$ cat config.mk
export PLATFORM = sky130hd
export DESIGN_NAME = axi_read_interface
export DESIGN_NICKNAME = d
export VERILOG_FILES = /design/src/rtl/axi_read_interface_pkg.sv /design/src/rtl/axi_read_interface.sv
export SDC_FILE = /design/constraint.sdc
export NUM_CORES = 1
export LEC_CHECK = 0
export ABC_CLOCK_PERIOD_IN_PS = 11300
export CAP_MARGIN = 0
export CORE_UTILIZATION = 25
export DETAILED_ROUTE_END_ITERATION = 6
export PLACE_DENSITY = 0.54
export SLEW_MARGIN = 10
export SYNTH_ARGS = -nofsm -noshare
export SYNTH_HDL_FRONTEND = slang
export SYNTH_SLANG_ARGS = --single-unit
$ cat constraint.sdc
create_clock -name clk -period 11.3 [get_ports clk]
set_input_delay 2.26 -clock clk [delete_from_list [all_inputs] [get_ports clk]]
set_output_delay 2.26 -clock clk [all_outputs]
set_load 0.02 [all_outputs]
$ cat src/rtl/axi_read_interface_pkg.sv
// Shared types and constants for the AXI4 read bridge between the core
// (instruction fetch / load data) and the external memory.
package axi_read_interface_pkg;

    typedef enum logic [2:0] {
        S_IDLE = 3'd0,
        S_D_AR = 3'd1,
        S_D_R  = 3'd2,
        S_I_AR = 3'd3,
        S_I_R  = 3'd4
    } state_e;

    localparam logic [3:0]  ID_INSTR   = 4'd0;
    localparam logic [3:0]  ID_DATA    = 4'd1;
    localparam logic [2:0]  SIZE_W     = 3'b010;
    localparam logic [2:0]  SIZE_D     = 3'b011;
    localparam logic [2:0]  PROT_I     = 3'b100;
    localparam logic [2:0]  PROT_D     = 3'b000;
    localparam logic [1:0]  BURST_INCR = 2'b01;
    localparam logic [31:0] NOP        = 32'h0000_0013;

    // Pick the 32-bit instruction out of a 64-bit beat using address bit 2.
    function automatic logic [31:0] select_word(input logic hi, input logic [63:0] beat);
        if (hi) begin
            return beat[63:32];
        end else begin
            return beat[31:0];
        end
    endfunction

endpackage

$ cat src/rtl/axi_read_interface.sv
// Serialises load-data and instruction-fetch reads onto one AXI4 AR/R pair,
// one single-beat transfer outstanding at a time.
module axi_read_interface
    import axi_read_interface_pkg::*;
(
    input  logic        clk,
    input  logic        rst,
    input  logic [63:0] pc,
    output logic [31:0] instr,
    output logic        instr_valid,
    output logic        rdata_valid,
    input  logic [63:0] mm_addr,
    input  logic        mm_ren,
    output logic [63:0] mm_rdata,
    output logic [3:0]  ARID,
    output logic [63:0] ARADDR,
    output logic [7:0]  ARLEN,
    output logic [2:0]  ARSIZE,
    output logic [1:0]  ARBURST,
    output logic        ARLOCK,
    output logic [3:0]  ARCACHE,
    output logic [2:0]  ARPORT,
    output logic [3:0]  ARQOS,
    output logic [3:0]  ARREGION,
    output logic        ARVALID,
    input  logic        ARREADY,
    input  logic [3:0]  RID,
    input  logic [63:0] RDATA,
    input  logic [1:0]  RRESP,
    input  logic        RLAST,
    input  logic        RVALID,
    output logic        RREADY
);

    state_e      state_q, state_d;
    logic        arvalid_q, arvalid_d;
    logic        rready_q, rready_d;
    logic [63:0] araddr_q, araddr_d;
    logic [3:0]  arid_q, arid_d;
    logic [2:0]  arsize_q, arsize_d;
    logic [2:0]  arprot_q, arprot_d;
    logic [63:0] pc_q, pc_d;
    logic [31:0] instr_q, instr_d;
    logic [63:0] mm_rdata_q, mm_rdata_d;
    logic        instr_valid_q, instr_valid_d;
    logic        rdata_valid_q, rdata_valid_d;

    // Every beat is treated as final with usable data, so these carry no information.
    logic        rsp_unused_s;
    assign rsp_unused_s = ^{RID, RRESP, RLAST};

    // Next-state and next-output logic for the request/response sequencer.
    always_comb begin
        state_d       = state_q;
        arvalid_d     = arvalid_q;
        rready_d      = rready_q;
        araddr_d      = araddr_q;
        arid_d        = arid_q;
        arsize_d      = arsize_q;
        arprot_d      = arprot_q;
        pc_d          = pc_q;
        instr_d       = instr_q;
        mm_rdata_d    = mm_rdata_q;
        instr_valid_d = 1'b0;
        rdata_valid_d = 1'b0;

        case (state_q)
            S_IDLE: begin
                pc_d      = pc;
                arvalid_d = 1'b1;
                if (mm_ren) begin
                    state_d  = S_D_AR;
                    araddr_d = mm_addr;
                    arid_d   = ID_DATA;
                    arsize_d = SIZE_D;
                    arprot_d = PROT_D;
                end else begin
                    state_d  = S_I_AR;
                    araddr_d = pc;
                    arid_d   = ID_INSTR;
                    arsize_d = SIZE_W;
                    arprot_d = PROT_I;
                end
            end
            S_D_AR: begin
                if (arvalid_q && ARREADY) begin
                    arvalid_d = 1'b0;
                    rready_d  = 1'b1;
                    state_d   = S_D_R;
                end else begin
                    state_d   = S_D_AR;
                end
            end
            S_D_R: begin
                if (rready_q && RVALID) begin
                    mm_rdata_d    = RDATA;
                    rdata_valid_d = 1'b1;
                    rready_d      = 1'b0;
                    state_d       = S_I_AR;
                end else begin
                    state_d       = S_D_R;
                end
            end
            S_I_AR: begin
                // Entered from a load with ARVALID low: issue the fetch request first.
                if (!arvalid_q) begin
                    arvalid_d = 1'b1;
                    araddr_d  = pc_q;
                    arid_d    = ID_INSTR;
                    arsize_d  = SIZE_W;
                    arprot_d  = PROT_I;
                end else if (ARREADY) begin
                    arvalid_d = 1'b0;
                    rready_d  = 1'b1;
                    state_d   = S_I_R;
                end else begin
                    state_d   = S_I_AR;
                end
            end
            S_I_R: begin
                if (rready_q && RVALID) begin
                    instr_d       = select_word(pc_q[2], RDATA);
                    instr_valid_d = 1'b1;
                    rready_d      = 1'b0;
                    state_d       = S_IDLE;
                end else begin
                    state_d       = S_I_R;
                end
            end
            default: begin
                state_d   = S_IDLE;
                arvalid_d = 1'b0;
                rready_d  = 1'b0;
            end
        endcase
    end

    // State and output registers.
    always_ff @(posedge clk or posedge rst) begin
        if (rst) begin
            state_q       <= S_IDLE;
            arvalid_q     <= 1'b0;
            rready_q      <= 1'b0;
            araddr_q      <= 64'd0;
            arid_q        <= 4'd0;
            arsize_q      <= 3'd0;
            arprot_q      <= 3'd0;
            pc_q          <= 64'd0;
            instr_q       <= NOP;
            mm_rdata_q    <= 64'd0;
            instr_valid_q <= 1'b0;
            rdata_valid_q <= 1'b0;
        end else begin
            state_q       <= state_d;
            arvalid_q     <= arvalid_d;
            rready_q      <= rready_d;
            araddr_q      <= araddr_d;
            arid_q        <= arid_d;
            arsize_q      <= arsize_d;
            arprot_q      <= arprot_d;
            pc_q          <= pc_d;
            instr_q       <= instr_d;
            mm_rdata_q    <= mm_rdata_d;
            instr_valid_q <= instr_valid_d;
            rdata_valid_q <= rdata_valid_d;
        end
    end

    assign ARVALID     = arvalid_q;
    assign ARADDR      = araddr_q;
    assign ARID        = arid_q;
    assign ARSIZE      = arsize_q;
    assign ARPORT      = arprot_q;
    assign ARLEN       = 8'd0;
    assign ARBURST     = BURST_INCR;
    assign ARLOCK      = 1'b0;
    assign ARCACHE     = 4'd0;
    assign ARQOS       = 4'd0;
    assign ARREGION    = 4'd0;
    assign RREADY      = rready_q;
    assign instr       = instr_q;
    assign mm_rdata    = mm_rdata_q;
    assign instr_valid = instr_valid_q;
    assign rdata_valid = rdata_valid_q;

endmodule

### After elaboration in Yosys (flattened, before gate mapping)

Index checks and enable logic that the tools add are counted.
Widths: inputs -> output; s select.

| storage, ports and cells | value |
|---|---|
| word-level logic and storage cells | 65 |
| register bits after elaboration | 241 |
| output and inout port bits | 197 |
| input bits | 204 |

| operators by class | value |
|---|---|
| reduce and logical (&&, ||, !) cells | 10 |
| bitwise logic cells | 2 |
| multiplexer cells | 32 |
| equal/unequal tests | 9 |

Operators with widths:

| kind | count |
|---|---|
| $mux 64 | 2 |
| $pmux 64 s2 | 1 |
| $mux 32 | 1 |
| $mux 3 | 6 |
| $pmux 3 s5 | 1 |
| $mux 1 | 13 |
| $pmux 3 s2 | 2 |
| $ne 2x2->1 const B | 4 |
| $pmux 1 s4 | 2 |
| $pmux 4 s2 | 1 |
| $reduce_and 2->1 | 4 |
| $eq 3x2->1 const B | 2 |
| $reduce_and 5->1 | 1 |
| $mux 2 | 2 |
| $mux 4 | 1 |
| $eq 3x1->1 const B | 1 |
| $eq 3x3->1 const B | 1 |
| $logic_not 3->1 | 1 |
| $logic_and 1x1->1 | 2 |
| $ne 2x1->1 const B | 1 |
| $not 1->1 | 2 |
| $reduce_bool 2->1 | 1 |
| $reduce_or 2->1 | 1 |

### Longest topological paths before layout

Gate-level depths: netlist of run 1.

| depth | value |
|---|---|
| depth after elaboration | 4 |
| gate-level depth with buffers | 6 |
| gate-level depth less buffers | 3 |

### Worst setup path after synthesis of run 1

OpenSTA, ideal clock, no wires.

| timing path | value |
|---|---|
| kind | input to register |
| start point | in mm_ren |
| end point | reg araddr_q[47], in the netlist ARADDR[47] |
| library setup time | 125 ps |
| required time | 11175 ps |
| stages | 4 |
| slack | 7734 ps |
| data arrival time | 3442 ps |
| cell sequence | buf_1 > mux2_2 > mux2_4 > mux2_2 |

| on the way | value |
|---|---|
| word-level cells in the longest chain between the ends | 2 |

Ends and longest elaborated chain:

| what | line | RTL |
|---|---|---|
| start: declaration | axi_read_interface.sv:13 | `input logic mm_ren,` |
| $mux 64 | axi_read_interface.sv:71 | `if (mm_ren) begin` |
| $pmux 64 s2 | axi_read_interface.sv:67 | `case (state_q)` |
| end signal: assignment | axi_read_interface.sv:157 | `araddr_q <= araddr_d;` |
| end: declaration | axi_read_interface.sv:38 | `logic [63:0] araddr_q, araddr_d;` |

Every way passes these cells.
A chain may end at the register's enable or synchronous reset.

### Worst setup path after layout of run 1

| timing path | value |
|---|---|
| start point | reg instr_q[4], in the netlist instr[4] |
| end point | out instr[4] |

RTL lines:

| what | line | RTL |
|---|---|---|
| start: declaration | axi_read_interface.sv:43 | `logic [31:0] instr_q, instr_d;` |
| start signal: assignment | axi_read_interface.sv:162 | `instr_q <= instr_d;` |
| end: declaration | axi_read_interface.sv:9 | `output logic [31:0] instr,` |

No word-level cell between the ends.

==> results of run 1 <==
cells in the mapped netlist (all sizes together) (2+ instances only):
library cell	count	share of area
mux2	384	0.41
conb	2	0.00067
clkbuf	3	0.0010
o21a	3	0.0020
or2	2	0.0011
dfstp	3	0.0070
a21oi	2	0.0012
nand3b	2	0.0024
inv	4	0.0013
nand2	4	0.0013
dfrtp	231	0.51
nor2	3	0.0010
nor3	4	0.0018
buf	72	0.049
o22ai	2	0.0011
power by group through the flow:
stage	logic (W)	clock network (W)	registers [W]
floorplan	0.00117	0	0.00174
global placement	0.00228	0	0.00144
detailed placement	0.00229	0	0.00146
CTS	0.00229	0.00106	0.00145
global route	0.00239	0.00109	0.00151
finish	0.00225	0.00102	0.00145
routing by layer:
metal	track usage	up-vias
met2	0.214	267
met1	0.170	3647
met5	0	-
met4	0.0261	0
li1	-	3283
met3	0.0638	33
sequential cells by signal, summed over array words and instances, names as in the netlist, 2 cells and up:
signal    count
ARADDR       64
mm_rdata     64
pc_q         64
instr        32
state_q       3
ARSIZE        2
cells by family (layout without fill, tap and decap cells):
| logic type | after synthesis | count (layout) | share of synthesized area |
|---|---|---|---|
| AND/OR/NAND/NOR | 20 | 20 | 0.0104 |
| flip-flops | 234 | 234 | 0.521 |
| buffers and inverters | 79 | 433 | 0.0516 |
| AO/OA/AOI/OAI | 11 | 11 | 0.00690 |
| other | 2 | 30 | 0.000668 |
| multiplexers | 384 | 384 | 0.408 |
| adder cells (fa/ha/maj) | 1 | 1 | 0.000891 |
metrics by stage:
step | util | area, um2
floorplan | - | 11300
global placement | 0.344 | 15300
detailed placement | 0.344 | 15300
finish | 0.369 | 16300
global route | 0.368 | 16300
CTS | 0.368 | 16300
worst paths after layout:
check                                        from                     end  slack, ns  cells after the start
max                          instr[4]$_DFFE_PP1P_                instr[4]       7.31                      1
max in group asynchronous                     rst  ARADDR[59]$_DFFE_PP0P_       7.57                      3
min reg2reg                 ARSIZE[1]$_DFFE_PP0P_   ARSIZE[1]$_DFFE_PP0P_       0.47                      1
min in group asynchronous                     rst   ARADDR[9]$_DFFE_PP0P_       2.26                      2
max reg2reg                state_q[2]$_DFFE_PP0P_  ARADDR[61]$_DFFE_PP0P_       8.38                      4
min                         ARSIZE[1]$_DFFE_PP0P_   ARSIZE[1]$_DFFE_PP0P_       0.47                      1
area by class of cell:
class                           count  share of cell area
Clock inverter                     15              0.0123
Clock buffer                       39              0.0529
Sequential cell                   234               0.359
Timing Repair Buffer              375               0.228
Multi-Input combinational cell    445               0.301
Tap cell                          592              0.0454
Antenna cell                        1            0.000153
Inverter                            4             0.00138
==> flow_metrics.tcl, run 1 <==
set metrics [dict create \
    run_status "finished clean" \
    syn_to_final_growth_pct 45.3 \
    yosysSeqAreaShare 0.521 \
    min_path_type "reg2reg" \
    total_die_area_mm2 0.0458 \
    synth_enable_flop_cells 0 \
    max-slew-margin-rel 0.386 \
    layout_commonest_cell "clkdlybuf4s50_1" \
    critPathKind "reg2out" \
    critPathBufInv 1 \
    route.top_layer_used "met4" \
    drcViolationCount 0 \
    final_net_count 1294 \
    internal_power_w 0.00314 \
    multiInputGateArea_mm2 0.00492 \
    grt_setup_unrepaired "no" \
    p_leak_nw 6.88 \
    fillerInstances 4293 \
    power.density_cell_area_mw_per_mm2 289 \
    numCtsBuffers 30 \
    wl_per_cell_um 18.4 \
    critical_path.top_delay_family "buffers and inverters" \
    grt.total_usage 0.136 \
    detailedPlace.worstSlack_ns 6.88 \
    met1Wirelength_mm 13.4 \
    wire_length_of_the_first_global_routing_pass_mm 49.4 \
    critical_path_end_type "output port" \
    max_cap_viol_count 0 \
    drt_pass1_iterations 4 \
    synth.yosys.warnings 0 \
    fin_ws_ns 7.31 \
    max_clock_freq_mhz 250 \
    die_boundary_width_um 214 \
    drtIter0Drc 292 \
    synth_area_mm2 0.0112 \
    buffer_ports.inserted 364 \
    core_region_area_mm2 0.0443 \
    boundaryPins 401 \
    ff_latch_area_mm2 0.00586 \
    starting_utilization_of_the_core_area 0.254 \
    final.period_utilization 0.353 \
    holdWs_ns 0.468 \
    first_global_vias 8113 \
    worst_skew_pair.late_latency_ns 0.57 \
    max-clock-path-buffers 3 \
    postSynth.asyncResetShare 1.00 \
    dr_wl_met2_mm 14.2 \
    place_hpwl_mm 21.0 \
    post_layout_cell_count 1705 \
    worst_ep_required_time_ns 9.04 \
    register_bit_count_reported_by_yosys 234 \
    power.share.clock 0.216 \
    final_antenna_net_count 0 \
    synth.lib_cells_used.distinct 32 \
    cpPeakStageDelay_ns 0.63 \
    ys_dominant_reg_cell "dfrtp_1" \
    cts_tree "built" \
    timing_max_transition_violations_final 0 \
    swShare 0.334 \
    timing.critical_path.cells "clkdlybuf4s50_1" \
    worst_ep_arrival_time_ns 1.73 \
    period_minus_slack_ns 3.99 \
    cts.sink_count 234 \
    final_hold_viol_count 0 \
    numPlacedInstances 1650 \
    netlist_instances 731 \
    power.switching_w 0.00158 \
    syn-mean-instance-area_um2 15.4 \
    path_max_fanout 2 \
    post_cts_resized 0 \
    final.setup_skew_ns 0.0178 \
    met3_wirelength_mm 3.32 \
    via_per_inst 4.24 \
    tightestPinTransition_ns 0.921 \
    grt_overflow_total 0 \
    clk_pin_slew_worst_paths_ns 0.06 \
    worst_ir_drop_vdd_mv 0.164 \
    num_vias 7230 \
    clock-root-buffer "clkbuf_16" \
    grt_max_degree 105 \
    most-common-layout-cells "clkdlybuf4s50_1, mux2_2, dfrtp_1" \
    critPathSlowestCell "clkdlybuf4s50_1" \
    startpoint_type "flop" \
    power_frac_comb 0.477 \
    post_route_cells_drive_above_1_share 0.402 \
    post-cts-setup-buffers 0 \
    placement_rows 77 \
    cts_htree_levels 1 \
    power_frac_seq 0.307 \
    timing.final.setup_violations 0 \
    grt_antenna_before_repair 1 \
    routabilityCongestion 0.743 \
    totalWireLength_mm 31.5 \
    die_height_um 214 \
    total_power_w 0.00471 \
    postCtsHoldBufs 0 \
    timing.setup.tns_ns 0 \
]
(Power assumes the default switching activity.)
==> run 2, diff against run 1 <==
- ABC_CLOCK_PERIOD_IN_PS: 11300 -> 3200
- PLACE_DENSITY: 0.54 -> 0.55
- clock period: 11.3 -> 3.2 ns (I/O delays scaled with it)
==> flow_metrics.tcl, run 2 (synthesis results as in run 1) <==
set metrics [dict create \
    post-cts-setup-buffers 0 \
    buffer_ports.inserted 364 \
    cts_htree_levels 1 \
    placement_rows 77 \
    swShare 0.335 \
    die_height_um 214 \
    critPathKind "reg2out" \
    numCtsBuffers 29 \
    critical_path_end_type "output port" \
    clk_pin_slew_worst_paths_ns 0.05 \
    wl_per_cell_um 17.7 \
    final_hold_viol_count 0 \
    worst_ep_required_time_ns 2.56 \
    wire_length_of_the_first_global_routing_pass_mm 48.1 \
    grt_max_degree 114 \
    max_clock_freq_mhz 427 \
    path_max_fanout 2 \
    period_minus_slack_ns 2.34 \
    final_antenna_net_count 0 \
    timing.final.setup_violations 0 \
    layout_commonest_cell "clkdlybuf4s50_1" \
    power_frac_comb 0.487 \
    diodes 0 \
    max_cap_viol_count 0 \
    final_cell_area_mm2 0.0162 \
    final.setup_skew_ns 0.00696 \
    cts_tree "built" \
    post_route_cells_drive_above_1_share 0.388 \
    post_cts_resized 0 \
    first_global_vias 8001 \
    drcViolationCount 0 \
    drt_pass1_iterations 3 \
    fillerInstances 4306 \
    power.density_cell_area_mw_per_mm2 991 \
    worst_ir_drop_vdd_mv 0.584 \
    max-clock-path-buffers 3 \
    most-common-layout-cells "clkdlybuf4s50_1, mux2_2, dfrtp_1" \
    routabilityCongestion 0.730 \
    tightestPinTransition_ns 0.992 \
    post-route-util 0.366 \
    grt_setup_unrepaired "no" \
    syn_to_final_growth_pct 44.4 \
    fin_ws_ns 0.855 \
    place_hpwl_mm 19.9 \
    die_boundary_width_um 214 \
    total_die_area_mm2 0.0458 \
    postCtsHoldBufs 0 \
    drtIter0Drc 214 \
    grt_overflow_total 0 \
    power.switching_w 0.00539 \
    cts.sink_count 234 \
    final_net_count 1294 \
    cpPeakStageDelay_ns 0.61 \
    totalWireLength_mm 30.2 \
    startpoint_type "flop" \
    grt.total_usage 0.132 \
    critPathSlowestCell "clkdlybuf4s50_1" \
    worst_skew_pair.late_latency_ns 0.54 \
    final.period_utilization 0.733 \
    detailedPlace.worstSlack_ns 0.749 \
    core_region_area_mm2 0.0443 \
    via_per_inst 4.20 \
    max-slew-margin-rel 0.339 \
    p_leak_nw 6.80 \
    clock-root-buffer "clkbuf_16" \
    critical_path.top_delay_family "buffers and inverters" \
    critPathBufInv 1 \
    internal_power_w 0.0107 \
    timing.critical_path.cells "clkdlybuf4s50_1" \
    holdWs_ns 0.468 \
    worst_ep_arrival_time_ns 1.70 \
    power_frac_seq 0.325 \
    min_path_type "reg2reg" \
    run_status "finished clean" \
    boundaryPins 401 \
    starting_utilization_of_the_core_area 0.254 \
    timing.setup.tns_ns 0 \
    num_vias 7140 \
    post_dp_cell_area_mm2 0.0154 \
    timing_max_transition_violations_final 0 \
    power.share.clock 0.189 \
    grt_antenna_before_repair 2 \
]
run 2: changes by cell type in the layout (fill, tap and decap cells not counted), moves of 2 or more:
cell / before / now
clkinv_4: 2 / 0
buf_12: 0 / 7
clkinv_2: 5 / 0
clkinvlp_4: 3 / 1
buf_4: 12 / 6
bufinv_16: 4 / 0
clkbuf_1: 1 / 16
clkbuf_8: 8 / 6
run 2: final timing paths:
kind / slack, ns / endpoint / from / cells after the start
min in group asynchronous: 0.53 / mm_rdata[31]$_DFFE_PP0P_ / rst / 3
max: 0.86 / instr[1] / instr[1]$_DFFE_PP1P_ / 1
min reg2reg: 0.47 / ARSIZE[1]$_DFFE_PP0P_ / ARSIZE[1]$_DFFE_PP0P_ / 1
max in group asynchronous: 2.02 / ARADDR[2]$_DFFE_PP0P_ / rst / 3
max reg2reg: 1.00 / ARADDR[59]$_DFFE_PP0P_ / state_q[2]$_DFFE_PP0P_ / 4
min: 0.47 / ARSIZE[1]$_DFFE_PP0P_ / ARSIZE[1]$_DFFE_PP0P_ / 1
run 2: power by group through the flow:
stage	sequential [W]	clock, W	combinational (W)
after global placement	0.00521	0	0.00790
after floorplan	0.00616	0	0.00412
after global routing	0.00542	0.00329	0.00832
after CTS	0.00524	0.00319	0.00796
after detailed placement	0.00528	0	0.00793
final	0.00522	0.00303	0.00783
run 2: metrics by stage:
step | power (W) | instances
after floorplan | 0.0103 | 758
after global placement | 0.0131 | 1651
after detailed placement | 0.0132 | 1651
after CTS | 0.0164 | 1702
after global routing | 0.0170 | 1702
final | 0.0161 | 1702
run 2: cell type report:
type,instances,area (um2),share of cell area
well taps,592,741,0.0457
inverters,4,18.8,0.00116
multi-input cells,445,4920,0.303
repair buffers,376,3820,0.235
clock buffers,51,868,0.0535
flip-flops and latches,234,5860,0.361
run 2: per-layer routing:
metal | vias up | track usage | share of wire
met5 | - | 0 | 0.00089
met3 | 40 | 0.0484 | 0.087
met4 | 4 | 0.0357 | 0.020
li1 | 3292 | - | -
met2 | 256 | 0.209 | 0.45
met1 | 3548 | 0.169 | 0.44
